$ cat config.mk
export PLATFORM = sky130hd
export DESIGN_NAME = naive_divider
export DESIGN_NICKNAME = d
export VERILOG_FILES = /design/src/rtl/naive_divider_pkg.sv /design/src/rtl/naive_divider_step.sv /design/src/rtl/naive_divider.sv
export SDC_FILE = /design/constraint.sdc
export NUM_CORES = 1
export LEC_CHECK = 0
export BUFFER_PORTS_ARGS = -buffer_cell sky130_fd_sc_hd__buf_4
export CAP_MARGIN = 20
export CORE_MARGIN = 2
export CORE_UTILIZATION = 39
export DETAILED_ROUTE_END_ITERATION = 12
export RECOVER_POWER = 100
export SYNTH_ARGS = -nofsm -noshare
export SYNTH_HDL_FRONTEND = slang
export SYNTH_HIERARCHICAL = 1
export SYNTH_SLANG_ARGS = --single-unit
$ cat constraint.sdc
create_clock -name clk -period 5.6 [get_ports clk]
set_input_delay 0.56 -clock clk [delete_from_list [all_inputs] [get_ports clk]]
set_output_delay 0.56 -clock clk [all_outputs]
set_load 0.01 [all_outputs]
$ cat src/rtl/naive_divider_pkg.sv
// Shared definitions for the naive radix-2 restoring divider.
// Latency: n/a (types and constants only).
// Backpressure: n/a.
package naive_divider_pkg;

    // Operand width used when the instantiating code does not override LEN.
    localparam int DEFAULT_LEN = 32;

    // Controller states: accepting operands, iterating, holding a result.
    typedef enum logic [1:0] {
        IDLE = 2'd0,
        BUSY = 2'd1,
        DONE = 2'd2
    } state_t;

endpackage

$ cat src/rtl/naive_divider_step.sv
// One radix-2 restoring division step: shift {rem,quo} left, trial-subtract divisor.
// Latency: purely combinational.
// Backpressure: none; the caller decides when to register the result.
module naive_divider_step
    import naive_divider_pkg::*;
#(
    parameter int LEN = DEFAULT_LEN
) (
    input  logic [LEN-1:0] rem,
    input  logic [LEN-1:0] quo,
    input  logic [LEN-1:0] div,
    output logic [LEN-1:0] rem_next,
    output logic [LEN-1:0] quo_next
);

    // The shifted partial remainder needs one extra bit: 2*rem+1 can exceed LEN bits.
    logic [LEN:0]   trial;
    logic           fits;
    logic [LEN-1:0] diff;

    assign trial = {rem, quo[LEN-1]};

    // No borrow when the divisor fits; the difference is then below div, so LEN bits suffice.
    assign fits     = (trial >= {1'b0, div});
    assign diff     = trial[LEN-1:0] - div;
    assign rem_next = fits ? diff : trial[LEN-1:0];
    assign quo_next = {quo[LEN-2:0], fits};

endmodule

$ cat src/rtl/naive_divider.sv
// Iterative divider, one quotient bit per cycle; signed mode under NAIVE_DIVIDER_SIGNED_EN.
// Latency: out_valid LEN+1 cycles after the accept cycle, 1 cycle for a zero divisor.
// Backpressure: result held in DONE until out_ready; in_ready only in IDLE (no turnaround).
module naive_divider
    import naive_divider_pkg::*;
#(
    parameter int LEN = DEFAULT_LEN
) (
    input  logic           clk,
    input  logic           rst,
    input  logic           in_valid,
    output logic           in_ready,
    input  logic [LEN-1:0] a,
    input  logic [LEN-1:0] b,
    output logic           out_valid,
    input  logic           out_ready,
    output logic [LEN-1:0] quotient,
    output logic [LEN-1:0] remainder,
    output logic           div_by_zero
);

    localparam int CNT_W = $clog2(LEN + 1);

    state_t           state;
    state_t           state_nxt;
    logic [CNT_W-1:0] cnt;
    logic [LEN-1:0]   rem_q;
    logic [LEN-1:0]   quo_q;
    logic [LEN-1:0]   div_q;
    logic [LEN-1:0]   rem_step;
    logic [LEN-1:0]   quo_step;
    logic [LEN-1:0]   a_mag;
    logic [LEN-1:0]   b_mag;
    logic [LEN-1:0]   quo_fin;
    logic [LEN-1:0]   rem_fin;
    logic             b_zero;
    logic             last_step;

    assign b_zero    = (b == '0);
    assign last_step = (cnt == CNT_W'(LEN - 1));

`ifdef NAIVE_DIVIDER_SIGNED_EN
    // Result signs are decided at accept time; the core always divides magnitudes.
    logic neg_quo;
    logic neg_rem;

    assign a_mag   = a[LEN-1] ? (~a + 1'b1) : a;
    assign b_mag   = b[LEN-1] ? (~b + 1'b1) : b;
    assign quo_fin = neg_quo ? (~quo_step + 1'b1) : quo_step;
    assign rem_fin = neg_rem ? (~rem_step + 1'b1) : rem_step;

    // Capture operand signs; the most-negative / -1 case falls out naturally as quotient = a.
    always_ff @(posedge clk or posedge rst) begin
        if (rst) begin
            neg_quo <= 1'b0;
            neg_rem <= 1'b0;
        end else if (state == IDLE && in_valid) begin
            neg_quo <= a[LEN-1] ^ b[LEN-1];
            neg_rem <= a[LEN-1];
        end
    end
`else
    assign a_mag   = a;
    assign b_mag   = b;
    assign quo_fin = quo_step;
    assign rem_fin = rem_step;
`endif

    naive_divider_step #(
        .LEN(LEN)
    ) u_step (
        .rem      (rem_q),
        .quo      (quo_q),
        .div      (div_q),
        .rem_next (rem_step),
        .quo_next (quo_step)
    );

    // State register.
    always_ff @(posedge clk or posedge rst) begin
        if (rst) begin
            state <= IDLE;
        end else begin
            state <= state_nxt;
        end
    end

    // Next-state decode; handshake outputs depend on state only.
    always_comb begin
        state_nxt = state;
        in_ready  = 1'b0;
        out_valid = 1'b0;
        case (state)
            IDLE: begin
                in_ready = 1'b1;
                if (in_valid) begin
                    state_nxt = b_zero ? DONE : BUSY;
                end
            end
            BUSY: begin
                if (last_step) begin
                    state_nxt = DONE;
                end
            end
            DONE: begin
                out_valid = 1'b1;
                if (out_ready) begin
                    state_nxt = IDLE;
                end
            end
            default: state_nxt = IDLE;
        endcase
    end

    // Datapath: load on accept, iterate in BUSY, publish to the result registers on the final step.
    always_ff @(posedge clk or posedge rst) begin
        if (rst) begin
            cnt         <= '0;
            rem_q       <= '0;
            quo_q       <= '0;
            div_q       <= '0;
            quotient    <= '0;
            remainder   <= '0;
            div_by_zero <= 1'b0;
        end else begin
            case (state)
                IDLE: begin
                    if (in_valid) begin
                        cnt   <= '0;
                        rem_q <= '0;
                        quo_q <= a_mag;
                        div_q <= b_mag;
                        if (b_zero) begin
                            quotient    <= '1;
                            remainder   <= a;
                            div_by_zero <= 1'b1;
                        end
                    end
                end
                BUSY: begin
                    rem_q <= rem_step;
                    quo_q <= quo_step;
                    cnt   <= cnt + CNT_W'(1);
                    if (last_step) begin
                        quotient    <= quo_fin;
                        remainder   <= rem_fin;
                        div_by_zero <= 1'b0;
                    end
                end
                default: ;
            endcase
        end
    end

endmodule

==> run metrics <==
fraction of synthesized cell area taken by the top area cell type=0.451; insertion delay to the later sink of the worst-skew pair=0.44 ns; fraction of the yosys area taken by sequential cells=0.451; register share of total power=0.301; Syn. warnings=6; static leakage=4.58 nW; peak clock frequency supported by timing=0.237 GHz; vias in the first global route=7379; endpoint kind of the worst setup timing path=flip-flop; number of CTS-inserted buffers=17; maximum resistive drop on vdd=259 uV; hold_ws=0.369 ns; TritonCTS clock tree=done; Crit path required time=5.91 ns; maximum fanout along the worst path=47; violations in the final reports=capacitance limit, slew limit; growth of design area from synthesis to finish=12.9%; Netlist cell types=60; Max Transition Viols Final=253; unrepaired setup endpoints after global routing=false; count of nets left with antenna violations after detail routing=0; hold violation total from the final report=0; actual slew at the worst max-slew pin=3.73 ns; WP data arrival=4.53 ns; clock period minus final worst setup slack=4.22 ns; proportion of register bits with asynchronous set or reset after synthesis=1.00; die boundary width=159 um; Synth Instances=940; global router's overall resource usage=0.208; worst setup slack after layout=1.38 ns; relative contribution of the clock network to total power=0.175; overall power of the completed layout=6.63 mW; nets=1115; final worst clock skew=0.0141 ns; cell types with the highest counts after synthesis=sky130_fd_sc_hd__dfrtp_1 (169), sky130_fd_sc_hd__a21oi_1 (156), sky130_fd_sc_hd__nand2_1 (61); FF+latch count, synth=169; Setup WS pre-CTS=1.90 ns; std cell rows=56; startpoint class of the critical path=flip-flop; number of port buffers=134; path type of the worst setup path=flip-flop to flip-flop; H-tree lvl count=4; kind of path behind the tightest hold check=input pin to flip-flop; TritonCTS Sinks=169; total wirelength of the detailed-routed design=26000 um; slack of the worst reg-to-reg path=1.38 ns; crit share post-route=0.754; total DRC errors in the routed layout=0; final-layout setup total negative slack=0 ns; clock slew at reported path FFs=0.07 ns; total of endpoints with negative setup slack in the final report=0; chip height=159 um; Post-CTS Repair Setup Buffers=0; maximum buffer depth of the clock tree=2; Placed Cells=1312; P_sw=3.01 mW; fraction of final layout cells with drive strength greater than 1=0.151; leading register cell type out of synthesis=sky130_fd_sc_hd__dfrtp_1; cell chosen for the clock root=sky130_fd_sc_hd__clkbuf_16; Area contributors post-synth=sky130_fd_sc_hd__dfrtp_1 (45%), sky130_fd_sc_hd__a21oi_1 (8.3%), sky130_fd_sc_hd__mux2_2 (6.3%); area inside the core boundary=0.0235 mm2; antenna diode count=0; cell with the most instances after synthesis=sky130_fd_sc_hd__dfrtp_1; Max Cap Violations=4; Final Non-Filler Cells=1345; via/cell ratio=5.41; status=finished with violations; Relative slew margins=-1.50; number of top-level pins=135; number of enable flip-flop cells after synthesis=0; total standard cell area after synthesis=0.00937 mm2; # hold bufs at CTS=0; final weighted congestion in routability-driven placement=0.890; aggregate global routing overflow=0; number of antenna violations at the first check in global routing=0; fraction of power spent switching nets=0.454; cell type with the largest total area after synthesis=sky130_fd_sc_hd__dfrtp_1; total internal power=3.62 mW; Synthesized Nets=1042; sum of net half-perimeters after detailed placement=18400 um; count of routing violations after the opening detailed-route iteration=381; die footprint=0.0253 mm2; wire length of the first global-routing pass=41500 um; number of gates given a new drive strength after cts=0; Synth Area per Inst=9.97 um2; routed wire length per instance=19.3 um; length of the first detailed-routing pass in iterations=5; Initial Utilization=0.398; fillcell total=2371; cell area power density=626 mW/mm2; part of the power in combinational logic=0.523; via count=7277; pin count of the biggest net entering global routing=101
-- placed cells by master, fill, tap and decap left out, types with 4 or more instances in the layout --
master / netlist / final
sky130_fd_sc_hd__dfrtp_1: 169 / 169
sky130_fd_sc_hd__a21oi_1: 156 / 157
sky130_fd_sc_hd__clkbuf_1: 29 / 71
sky130_fd_sc_hd__buf_4: 35 / 71
sky130_fd_sc_hd__nand2_1: 61 / 61
sky130_fd_sc_hd__o21ai_0: 50 / 51
sky130_fd_sc_hd__inv_1: 43 / 42
sky130_fd_sc_hd__mux2_2: 52 / 36
sky130_fd_sc_hd__and2_1: 35 / 35
sky130_fd_sc_hd__a22o_1: 34 / 34
sky130_fd_sc_hd__ha_1: 33 / 33
sky130_fd_sc_hd__o22a_1: 32 / 32
sky130_fd_sc_hd__nor2_1: 26 / 26
sky130_fd_sc_hd__mux2_1: 0 / 25
sky130_fd_sc_hd__xnor2_1: 18 / 18
sky130_fd_sc_hd__clkbuf_16: 0 / 17
sky130_fd_sc_hd__nand4_1: 12 / 12
sky130_fd_sc_hd__xor2_1: 10 / 10
sky130_fd_sc_hd__nor4_1: 10 / 10
sky130_fd_sc_hd__a21o_1: 10 / 10
sky130_fd_sc_hd__nor2b_1: 9 / 9
sky130_fd_sc_hd__nand3_1: 8 / 8
sky130_fd_sc_hd__inv_6: 0 / 7
sky130_fd_sc_hd__a31oi_1: 6 / 6
sky130_fd_sc_hd__nor3_1: 6 / 6
sky130_fd_sc_hd__o21a_1: 4 / 5
sky130_fd_sc_hd__o21bai_1: 6 / 4
-- through the flow --
step,cell area [um2],utilization
final,10600,0.449
after global routing,10600,0.449
after CTS,10900,0.464
after detailed placement,10300,0.440
after global placement,10300,0.440
after floorplan,9370,-
-- logic make-up after synthesis --
kind of cell,share of synthesized area
XOR/XNOR,0.0262
AND/OR/NAND/NOR,0.101
flip-flops,0.451
buffers and inverters,0.0741
adder cells (fa/ha/maj),0.0462
multiplexers,0.0801
AO/OA/AOI/OAI,0.221
-- sequential cells by signal (all words and copies together) (netlist names) --
name	count
div_q	32
cnt	6
quo_q	32
state	2
remainder	32
quotient	32
rem_q	32
div_by_zero	1
-- layout make-up --
type | count | area (um2) | share of cell area
Clock buffer | 18 | 429 | 0.0406
Clock inverter | 14 | 144 | 0.0136
Inverter | 44 | 166 | 0.0157
Multi-Input combinational cell | 636 | 4390 | 0.415
Sequential cell | 169 | 4230 | 0.400
Tap cell | 319 | 399 | 0.0377
Timing Repair Buffer | 145 | 825 | 0.0779
-- path summary, 6_finish.rpt --
kind / depth (start not counted) / start / end
min: 2 / b[1] / div_q[1]
min in group asynchronous: 2 / rst / quotient[5]
max in group asynchronous: 3 / rst / rem_q[18]
max reg2reg: 8 / cnt[0] / remainder[19]
min reg2reg: 2 / quo_q[31] / quo_q[31]
max: 8 / cnt[0] / remainder[19]
-- power by group through the flow --
stage / Clock [mW] / Sequential, mW / Combinational (mW)
finish: 1.16 / 2.00 / 3.47
global route: 1.24 / 2.05 / 3.85
CTS: 1.18 / 2.00 / 3.66
detailed placement: 0 / 2.02 / 3.65
global placement: 0 / 2.02 / 3.61
floorplan: 0 / 1.93 / 2.86
-- critical path, cell delays in order, from the launching register on --
cell and delay [ns]:
sky130_fd_sc_hd__dfrtp_1 0.39, sky130_fd_sc_hd__ha_1 0.23, sky130_fd_sc_hd__nand2_1 0.07, sky130_fd_sc_hd__or3_1 0.42, sky130_fd_sc_hd__a21oi_4 0.16, sky130_fd_sc_hd__clkbuf_1 1.30
sky130_fd_sc_hd__and2_2 1.04, sky130_fd_sc_hd__buf_4 0.36, sky130_fd_sc_hd__a21oi_1 0.10
-- metal layers --
layer | global-route usage | vias to the layer above | routed length [um]
met3 | 0.0380 | 19 | 1220
met2 | 0.314 | 168 | 11300
met5 | 0 | - | 0
met4 | 0.0529 | 0 | 345
li1 | - | 3484 | -
met1 | 0.308 | 3606 | 13100
Note: power is estimated with default switching activity, not from simulation.
